**src/rtl/mc_ctrl_pkg.sv**
```systemverilog
// Shared definitions for the multicycle controller: state codes, opcode
// constants, mux/ALU select encodings and the packed control word.
package mc_ctrl_pkg;

  typedef enum logic [3:0] {
    ST_FETCH  = 4'd0,
    ST_DECODE = 4'd1,
    ST_MEMADR = 4'd2,
    ST_MEMRD  = 4'd3,
    ST_MEMWB  = 4'd4,
    ST_MEMWR  = 4'd5,
    ST_EXEC   = 4'd6,
    ST_RWB    = 4'd7,
    ST_BRANCH = 4'd8,
    ST_IEXEC  = 4'd9,
    ST_IWB    = 4'd10,
    ST_JUMP   = 4'd11
  } state_e;

  localparam logic [5:0] OP_RTYPE = 6'b000000;
  localparam logic [5:0] OP_LW    = 6'b100011;
  localparam logic [5:0] OP_SW    = 6'b101011;
  localparam logic [5:0] OP_BEQ   = 6'b000100;
  localparam logic [5:0] OP_ADDI  = 6'b001000;
  localparam logic [5:0] OP_ANDI  = 6'b001100;
  localparam logic [5:0] OP_ORI   = 6'b001101;
  localparam logic [5:0] OP_XORI  = 6'b001110;
  localparam logic [5:0] OP_J     = 6'b000010;

  localparam logic [1:0] ALUOP_ADD   = 2'b00;
  localparam logic [1:0] ALUOP_SUB   = 2'b01;
  localparam logic [1:0] ALUOP_FUNCT = 2'b10;
  localparam logic [1:0] ALUOP_IMM   = 2'b11;

  localparam logic [1:0] SRCB_B      = 2'b00;
  localparam logic [1:0] SRCB_FOUR   = 2'b01;
  localparam logic [1:0] SRCB_IMM    = 2'b10;
  localparam logic [1:0] SRCB_IMMSH  = 2'b11;

  localparam logic [1:0] PCSRC_ALU    = 2'b00;
  localparam logic [1:0] PCSRC_ALUOUT = 2'b01;
  localparam logic [1:0] PCSRC_JUMP   = 2'b10;

  typedef struct packed {
    logic       pc_write;
    logic       pc_write_cond;
    logic       iord;
    logic       mem_read;
    logic       mem_write;
    logic       ir_write;
    logic       mem_to_reg;
    logic       reg_dst;
    logic       reg_write;
    logic       alu_src_a;
    logic [1:0] alu_src_b;
    logic [1:0] alu_op;
    logic [1:0] pc_source;
  } ctrl_t;

  // True for every opcode the controller knows how to sequence.
  function automatic logic is_legal_op(input logic [5:0] op);
    return (op == OP_RTYPE) || (op == OP_LW)   || (op == OP_SW)   ||
           (op == OP_BEQ)   || (op == OP_ADDI) || (op == OP_ANDI) ||
           (op == OP_ORI)   || (op == OP_XORI) || (op == OP_J);
  endfunction

endpackage

```
**src/rtl/mc_ctrl_decode.sv**
```systemverilog
// Combinational control decode: current state -> control word.
// Only the FETCH strobes (IRWrite/PCWrite) look at the memory-ready input;
// the IEXEC ALU op uses a flag captured by the FSM during DECODE.
module mc_ctrl_decode
  import mc_ctrl_pkg::*;
(
  input  state_e     i_state,
  input  logic       i_fetch_rdy,
  input  logic       i_iexec_addi,
  output ctrl_t      o_ctrl
);

  // Per-state control outputs; anything not set for a state stays 0.
  always_comb begin
    o_ctrl = '0;
    case (i_state)
      ST_FETCH: begin
        o_ctrl.mem_read  = 1'b1;
        o_ctrl.alu_src_b = SRCB_FOUR;
        o_ctrl.alu_op    = ALUOP_ADD;
        o_ctrl.pc_source = PCSRC_ALU;
        o_ctrl.ir_write  = i_fetch_rdy;
        o_ctrl.pc_write  = i_fetch_rdy;
      end
      ST_DECODE: begin
        o_ctrl.alu_src_b = SRCB_IMMSH;
        o_ctrl.alu_op    = ALUOP_ADD;
      end
      ST_MEMADR: begin
        o_ctrl.alu_src_a = 1'b1;
        o_ctrl.alu_src_b = SRCB_IMM;
        o_ctrl.alu_op    = ALUOP_ADD;
      end
      ST_MEMRD: begin
        o_ctrl.mem_read = 1'b1;
        o_ctrl.iord     = 1'b1;
      end
      ST_MEMWB: begin
        o_ctrl.reg_write  = 1'b1;
        o_ctrl.mem_to_reg = 1'b1;
      end
      ST_MEMWR: begin
        o_ctrl.mem_write = 1'b1;
        o_ctrl.iord      = 1'b1;
      end
      ST_EXEC: begin
        o_ctrl.alu_src_a = 1'b1;
        o_ctrl.alu_src_b = SRCB_B;
        o_ctrl.alu_op    = ALUOP_FUNCT;
      end
      ST_RWB: begin
        o_ctrl.reg_write = 1'b1;
        o_ctrl.reg_dst   = 1'b1;
      end
      ST_BRANCH: begin
        o_ctrl.alu_src_a     = 1'b1;
        o_ctrl.alu_src_b     = SRCB_B;
        o_ctrl.alu_op        = ALUOP_SUB;
        o_ctrl.pc_write_cond = 1'b1;
        o_ctrl.pc_source     = PCSRC_ALUOUT;
      end
      ST_IEXEC: begin
        o_ctrl.alu_src_a = 1'b1;
        o_ctrl.alu_src_b = SRCB_IMM;
        o_ctrl.alu_op    = i_iexec_addi ? ALUOP_ADD : ALUOP_IMM;
      end
      ST_IWB: begin
        o_ctrl.reg_write = 1'b1;
      end
      ST_JUMP: begin
        o_ctrl.pc_write  = 1'b1;
        o_ctrl.pc_source = PCSRC_JUMP;
      end
      default: o_ctrl = '0;
    endcase
  end

endmodule

```
**src/rtl/multicycle_controller.sv**
```systemverilog
// Multicycle MIPS-style control FSM: state register, next-state logic and
// the illegal-opcode pulse; control outputs come from mc_ctrl_decode.
// Optional feature: define INSTR_COUNT_EN to add the InstrCount retire counter.
module multicycle_controller
  import mc_ctrl_pkg::*;
(
  input  logic        Clk,
  input  logic        Rst,
  input  logic [5:0]  Opcode,
  input  logic        Zero,
  input  logic        MemReady,
  output logic        PCWrite,
  output logic        PCWriteCond,
  output logic        IorD,
  output logic        MemRead,
  output logic        MemWrite,
  output logic        IRWrite,
  output logic        MemtoReg,
  output logic        RegDst,
  output logic        RegWrite,
  output logic        ALUSrcA,
  output logic [1:0]  ALUSrcB,
  output logic [1:0]  ALUOp,
  output logic [1:0]  PCSource,
  output logic [3:0]  State,
  output logic        Illegal
`ifdef INSTR_COUNT_EN
  ,
  output logic [15:0] InstrCount
`endif
);

  state_e r_state;
  state_e w_next_state;
  logic   r_iexec_addi;
  logic   w_fetch_rdy;
  ctrl_t  w_ctrl;
  logic   w_unused_zero;

  // Zero is combined with PCWriteCond in the datapath, not here.
  assign w_unused_zero = Zero;

  // Fetch strobes stay low while reset is held, even if memory reports ready.
  assign w_fetch_rdy = MemReady & Rst;

  // State register; reset may land mid-access and returns straight to FETCH.
  always_ff @(posedge Clk or negedge Rst) begin
    if (!Rst) r_state <= ST_FETCH;
    else      r_state <= w_next_state;
  end

  // Remember in DECODE whether an immediate op is addi, so IEXEC does not
  // depend on Opcode after the decode cycle.
  always_ff @(posedge Clk or negedge Rst) begin
    if (!Rst)                       r_iexec_addi <= 1'b0;
    else if (r_state == ST_DECODE)  r_iexec_addi <= (Opcode == OP_ADDI);
  end

  // Next-state logic; Opcode is only looked at in DECODE and MEMADR.
  always_comb begin
    w_next_state = r_state;
    case (r_state)
      ST_FETCH:  w_next_state = MemReady ? ST_DECODE : ST_FETCH;
      ST_DECODE: begin
        case (Opcode)
          OP_RTYPE:                       w_next_state = ST_EXEC;
          OP_LW, OP_SW:                   w_next_state = ST_MEMADR;
          OP_BEQ:                         w_next_state = ST_BRANCH;
          OP_ADDI, OP_ANDI, OP_ORI,
          OP_XORI:                        w_next_state = ST_IEXEC;
          OP_J:                           w_next_state = ST_JUMP;
          default:                        w_next_state = ST_FETCH;
        endcase
      end
      ST_MEMADR: w_next_state = (Opcode == OP_SW) ? ST_MEMWR : ST_MEMRD;
      ST_MEMRD:  w_next_state = MemReady ? ST_MEMWB : ST_MEMRD;
      ST_MEMWB:  w_next_state = ST_FETCH;
      ST_MEMWR:  w_next_state = MemReady ? ST_FETCH : ST_MEMWR;
      ST_EXEC:   w_next_state = ST_RWB;
      ST_RWB:    w_next_state = ST_FETCH;
      ST_BRANCH: w_next_state = ST_FETCH;
      ST_IEXEC:  w_next_state = ST_IWB;
      ST_IWB:    w_next_state = ST_FETCH;
      ST_JUMP:   w_next_state = ST_FETCH;
      default:   w_next_state = ST_FETCH;
    endcase
  end

  mc_ctrl_decode u_decode (
    .i_state      (r_state),
    .i_fetch_rdy  (w_fetch_rdy),
    .i_iexec_addi (r_iexec_addi),
    .o_ctrl       (w_ctrl)
  );

  assign PCWrite     = w_ctrl.pc_write;
  assign PCWriteCond = w_ctrl.pc_write_cond;
  assign IorD        = w_ctrl.iord;
  assign MemRead     = w_ctrl.mem_read;
  assign MemWrite    = w_ctrl.mem_write;
  assign IRWrite     = w_ctrl.ir_write;
  assign MemtoReg    = w_ctrl.mem_to_reg;
  assign RegDst      = w_ctrl.reg_dst;
  assign RegWrite    = w_ctrl.reg_write;
  assign ALUSrcA     = w_ctrl.alu_src_a;
  assign ALUSrcB     = w_ctrl.alu_src_b;
  assign ALUOp       = w_ctrl.alu_op;
  assign PCSource    = w_ctrl.pc_source;
  assign State       = r_state;

  // Unsupported opcode: high for the single DECODE cycle that rejects it.
  assign Illegal = (r_state == ST_DECODE) && !is_legal_op(Opcode);

`ifdef INSTR_COUNT_EN
  logic [15:0] r_instr_count;
  logic        w_retire;

  // An instruction retires when a completing state hands back to FETCH;
  // DECODE -> FETCH (illegal opcode) is deliberately not counted.
  assign w_retire = (w_next_state == ST_FETCH) &&
                    ((r_state == ST_MEMWB)  || (r_state == ST_MEMWR) ||
                     (r_state == ST_RWB)    || (r_state == ST_BRANCH) ||
                     (r_state == ST_IWB)    || (r_state == ST_JUMP));

  // Retired-instruction counter, wrapping naturally at 16 bits.
  always_ff @(posedge Clk or negedge Rst) begin
    if (!Rst)          r_instr_count <= 16'd0;
    else if (w_retire) r_instr_count <= r_instr_count + 16'd1;
  end

  assign InstrCount = r_instr_count;
`endif

endmodule

```
**config.mk**
```make
export PLATFORM = sky130hd
export DESIGN_NAME = multicycle_controller
export DESIGN_NICKNAME = d
export VERILOG_FILES = /design/src/rtl/mc_ctrl_pkg.sv /design/src/rtl/mc_ctrl_decode.sv /design/src/rtl/multicycle_controller.sv
export SDC_FILE = /design/constraint.sdc
export NUM_CORES = 1
export LEC_CHECK = 0
export CORE_MARGIN = 1.5
export CORE_UTILIZATION = 35
export DETAILED_ROUTE_END_ITERATION = 10
export GPL_TIMING_DRIVEN = 0
export PLACE_DENSITY = 0.84
export REMOVE_ABC_BUFFERS = 1
export SLEW_MARGIN = 10
export SYNTH_ARGS = -nofsm -noshare
export SYNTH_HDL_FRONTEND = slang
export SYNTH_SLANG_ARGS = --single-unit
export TNS_END_PERCENT = 30
```
**constraint.sdc**
```tcl
create_clock -name Clk -period 1.6 [get_ports Clk]
set_clock_uncertainty 0.05 [all_clocks]
set_input_delay 0.32 -clock Clk [delete_from_list [all_inputs] [get_ports Clk]]
set_output_delay 0.32 -clock Clk [all_outputs]
set_load 0.01 [all_outputs]
```
; Yosys cells after proc, flatten, opt, wreduce, memory -nomap -nowiden
; Cells that the tools add are included.
[totals]
regBits = 5
latchBits = 0
ram_bits = 0
mem_bits_ro = 0
inputBits = 10
output_inout_bits = 21
elab_cells = 59
mem_count = 0
[op_classes]
addsub = 0
multipliers = 0
n_div = 0
order_cmp = 0
n_eq_ne = 19
n_shift = 0
muxes = 19
n_bitwise = 1
n_reduce_logical = 18
[ops]
columns = operator, count
row1 = 4-bit one-hot mux with 7 select lines, 1
row2 = 6-bit by 4-bit equality test with 1-bit output (second input constant), 4
row3 = 4-bit one-hot mux with 6 select lines, 1
row4 = 4-bit one-hot mux with 5 select lines, 1
row5 = 4-bit by 3-bit equality test with 1-bit output (second input constant), 4
row6 = 4-bit equality test (second input constant), 4
row7 = 6-bit equality test (second input constant), 2
row8 = 1-bit two-way mux, 10
row9 = 3-bit two-way mux, 3
row10 = 4-bit by 2-bit equality test with 1-bit output (second input constant), 2
row11 = 1-bit logical OR, 8
row12 = 4-bit OR reduction, 2
row13 = 6-bit by 2-bit equality test with 1-bit output (second input constant), 1
row14 = 6-bit by 3-bit equality test with 1-bit output (second input constant), 1
row15 = 6-bit logical NOT, 1
row16 = 2-bit OR reduction, 3
row17 = 4-bit by 1-bit equality test with 1-bit output (second input constant), 1
row18 = 4-bit logical NOT, 1
row19 = 2-bit one-hot mux with 2 select lines, 1
row20 = 3-bit OR reduction, 1
row21 = 2-bit two-way mux, 1
row22 = 1-bit one-hot mux with 2 select lines, 1
row23 = 1-bit AND, 1
row24 = 1-bit logical AND, 1
row25 = 1-bit logical NOT, 1

; Longest topological paths before layout
[logic_depth]
depth_word = 11
ltp_mapped = 5
ltp_nobuf = 4

; Hierarchy
; A second synthesis with hierarchy kept.
[hier_totals]
cells_unflattened = 91
area_unflattened_um2 = 626.9
[by_module_without_submodules]
columns = mod, n_inst, cells_per_inst, area_each_um2, seq_area_each_um2
row1 = multicycle_controller, 1, 60, 435.4, 125.1
row2 = mc_ctrl_decode, 1, 31, 191.4, 0.0

; Worst setup path after synthesis
; OpenSTA, ideal clock, no wires.
[synth_timing]
path_type = register -> output
startpoint = reg r_state[3] (netlist: State[3])
endpoint = out RegWrite
arrival_time_ns = 1.362
required_ns = 1.230
path_slack_ns = -0.132
path_stages_with_launch = 6
path_buffers = 1
path_cell_list = dfrtp_1 > buf_2 > inv_1 > nand2_1 > nor3_1 > a21o_1
[synth_between]
elab_chain_len = 3
elab_cells_between_ends = 5
cone_classes = eq/ne (3) / mux (1) / reduce/logical (1)
[synth_lines]
columns = element, line
row1 = from (decl), multicycle_controller.sv:33  ; state_e r_state;
row2 = from (signal assigned), multicycle_controller.sv:49  ; else r_state <= w_next_state;
row3 = 4-bit by 3-bit equality test with 1-bit output or 4-bit equality test (tied branches), mc_ctrl_decode.sv:16  ; case (i_state)
row4 = 3-bit OR reduction (no source line) (*), n/a
row5 = 1-bit two-way mux (*), mc_ctrl_decode.sv:16
row6 = to (decl), multicycle_controller.sv:20  ; output logic RegWrite,
; Every way passes the cells marked *; elsewhere a longest branch is shown, timed or not.

; Worst setup path in the final report
[layout_timing]
startpoint = in Opcode[2]
endpoint = out Illegal
[layout_between]
elab_chain_len = 11
elab_cells_between_ends = 19
cone_classes = eq/ne (8) / reduce/logical (11)
[layout_lines]
columns = element, line
row1 = from (decl), multicycle_controller.sv:9  ; input logic [5:0] Opcode,
row2 = 6-bit equality test or 6-bit logical NOT (tied branches), mc_ctrl_pkg.sv:62  ; return (op == OP_RTYPE) || (op == OP_LW) || (op == OP_SW) ||
row3 = 1-bit logical OR (3 in series), mc_ctrl_pkg.sv:62
row4 = 1-bit logical OR (3 in series), mc_ctrl_pkg.sv:63  ; (op == OP_BEQ) || (op == OP_ADDI) || (op == OP_ANDI) ||
row5 = 1-bit logical OR, mc_ctrl_pkg.sv:64  ; (op == OP_ORI) || (op == OP_XORI) || (op == OP_J);
row6 = 1-bit logical OR (*), mc_ctrl_pkg.sv:64
row7 = 1-bit logical NOT (*), multicycle_controller.sv:112  ; assign Illegal = (r_state == ST_DECODE) && !is_legal_op(Opcode);
row8 = 1-bit logical AND (*), multicycle_controller.sv:112
row9 = to (decl), multicycle_controller.sv:26  ; output logic Illegal
; Marks and branches as above.

==> run metrics <==
outcome=finished with violations; failing checks=setup timing; worst r2r src=State[3]$_DFF_PN0_; post-layout worst setup margin=-0.301 ns; DRC viols=0; combinational share of power=77.8%; Synth Area in XOR/XNOR=under 10%; vias=about 860; sequential area share after synthesis=between 20 and 25%; Placer Congestion=just under 0.9; die area=2000 µm²; compound-gate portion of the synthesized area=roughly a quarter; # diodes=0; io pins=31; max_cap viols=0; Overall Power=between 1500 and 2000 µW; Starting Density=around two fifths; largest net degree at the start of global routing=17; Hold Path Origin=Opcode[3]; Worst Path Required=about 1.2 ns; area of the mapped netlist=about 610 µm²; sequential power share=between 10% and 20%; Worst Tran Pin Value=about 0.28 ns; Power Density=approximately 1500 nW/µm²; prevailing post-synth register cell=dfrtp_1; Rows=14; kind of path behind the tightest hold check=input port to register; Worst-path clk slew=0.04 ns; router iterations before antenna repair=4; cells after synthesis=just over 80; vias in the first global route=833; number of synthesized flops with an enable pin=0; Peak Freq=0.526 GHz; I/O Buffers=29; Die H=44.8 µm; grt ovf=0; total net switching power=748 µW; layout cells sized above 1=roughly 60%; Layout area overhead=91.0%; Max FO, Critical Path=4; CTS Buf Count=3; clock root buffer=clkbuf_4; routed len/inst=roughly 16 µm; mux share of post-synthesis cell area=1.64%; RSZ-0062 raised after global routing=true; fraction of registers with async set/reset=100%; Seq cells post-synth=5; GRT Total Usage=roughly a quarter; routed vias/inst=between 5 and 6; 1st-iter DRT viols=13; highest ir drop seen on vdd=between 800 and 900 µV; CTS tree=yes; WL final=about 2400 µm; CP startpoint=Opcode[2]; die width=44.8 µm; Tcrit/Tclk final=119%; clock latency on the worst-skew pair=between 0.2 and 0.3 ns; DP HPWL=1160 µm; Worst setup EP type=output port; Setup violations, final=16; largest family of logic cells by synthesized area=simple AND/OR/NAND/NOR gates; critical path type=input port to output port; clock sink count=5; H-Tree Level Count=1; first-pass GRT wire length=3700 µm; Setup crit start kind=input port; Period minus WS final=1.90 ns; core box area=1580 µm²; layout net count=between 100 and 150; Clock power frac=a little under 9%; initial antenna violation count=0; commonest non-fill, non-tap cell in the layout=buf_2; Synth warnings=0; relative max-transition margin=between 80 and 90%; CTS Buffer Depth=2; Final Max Slew Viols=0; synth unique cells=36; Post-Synth Adder-Cell Area=1.64%; Routed Antenna Nets=0; Internal=roughly 950 µW; WP data arrival=1.53 ns; Final TNS setup=-2.07 ns; worst reg-to-reg setup slack=-0.20 ns; simple-gate share of the synthesized area=around 41%; most frequent cells in the layout=buf_2, buf_4, nor2_1; final hold violation count=0; Lkg Pwr=roughly 0.00057 µW; switch share=approximately 44%; syn_area_per_cell=between 7 and 8 µm²; Layout fillers=around 120
## cell type report
class | instances | area (µm²) | share of cell area, %
clock buffer | 4 | 26.3 | 2.25
tap | 16 | 20.0 | 1.72
inverter | 6 | 27.5 | 2.36
sequential | 5 | 130 | 11.2
timing repair buffer | 54 | 403 | 34.5
multi-input combinational | 67 | 559 | 48.0
## logic make-up (layout without fill, tap and decap cells)
logic type                 count (synthesis)  in the layout
AOI/OAI and AO/OA                         21             21
xor gates and xnor gates                   1              1
adders and majority gates                  1              1
buffers and inverters                     11             64
DFF                                        5              5
muxes                                      1              1
and+or+nand+nor                           43             43
## stage by stage
step / utilization (%) / hold WS (ns) / worst slack [ns] / instances / instance area [µm²]
after global placement: 56.7 / 0.486 / -1.04 / 123 / 893
after detailed placement: 56.7 / 0.482 / -1.05 / 123 / 893
after CTS: 69.5 / 0.353 / -0.283 / 149 / 1100
after floorplan: - / -0.0256 / -0.268 / 78 / 583
after global routing: 74.0 / 0.380 / -0.354 / 152 / 1170
final: 74.0 / 0.368 / -0.301 / 152 / 1170
## metal layers
layer  wire length [µm]  global-route usage, %
met1               1040                   29.6
met2               1150                   42.3
met3                166                   8.40
met4                 26                   9.70
met5                  0                      0
## power by group through the flow
stage / logic [µW] / registers (µW) / clock network [µW]
finish: 1320 / 227 / 151
global route: 1410 / 233 / 171
CTS: 1120 / 222 / 153
detailed placement: 833 / 311 / 0
global placement: 822 / 310 / 0
floorplan: 434 / 294 / 0
## registers in the layout, summed over array words and instances, names as in the netlist
register / count
State: 4
r_iexec_addi: 1
## synthesized netlist by cell type (2+ instances only)
master    instances  area (µm²)
buf_2             4        20.0
a31oi_1           2        12.5
nor3_1            8        40.0
a21oi_1           4        20.0
inv_1             6        22.5
nand2b_1          2        12.5
nand2_1           5        18.8
nor2b_1           2        12.5
o21ai_0           4        20.0
a21o_1            2        15.0
nor2_1           12        45.0
dfrtp_1           5         125
nand3_1           4        20.0
## critical path, stage by stage
cell and delay [ns]:
clkdlybuf4s15_2 0.22, or3b_4 0.39, o21ai_2 0.08, a2bb2oi_2 0.10, o311a_4 0.31, buf_6 0.12
## path summary, 6_finish.rpt
kind | end | cells after the start
worst max register to register | State[2]$_DFF_PN0_ | 8
worst min-delay path | r_iexec_addi$_DFFE_PN0P_ | 2
min in group asynchronous | State[2]$_DFF_PN0_ | 2
max in group asynchronous | State[0]$_DFF_PN0_ | 2
worst max-delay path | Illegal | 6
worst min register to register | r_iexec_addi$_DFFE_PN0P_ | 1
## repair_timing
item,4_1_cts,5_1_grt
gates cloned,0,0
resized for setup,111,24
endpoints found under the hold margin,4,0
endpoints found under the setup margin,25,21
hold buffers,2,0
pin swaps,8,9
buffers inserted,20,3
(Power assumes the default switching activity.)
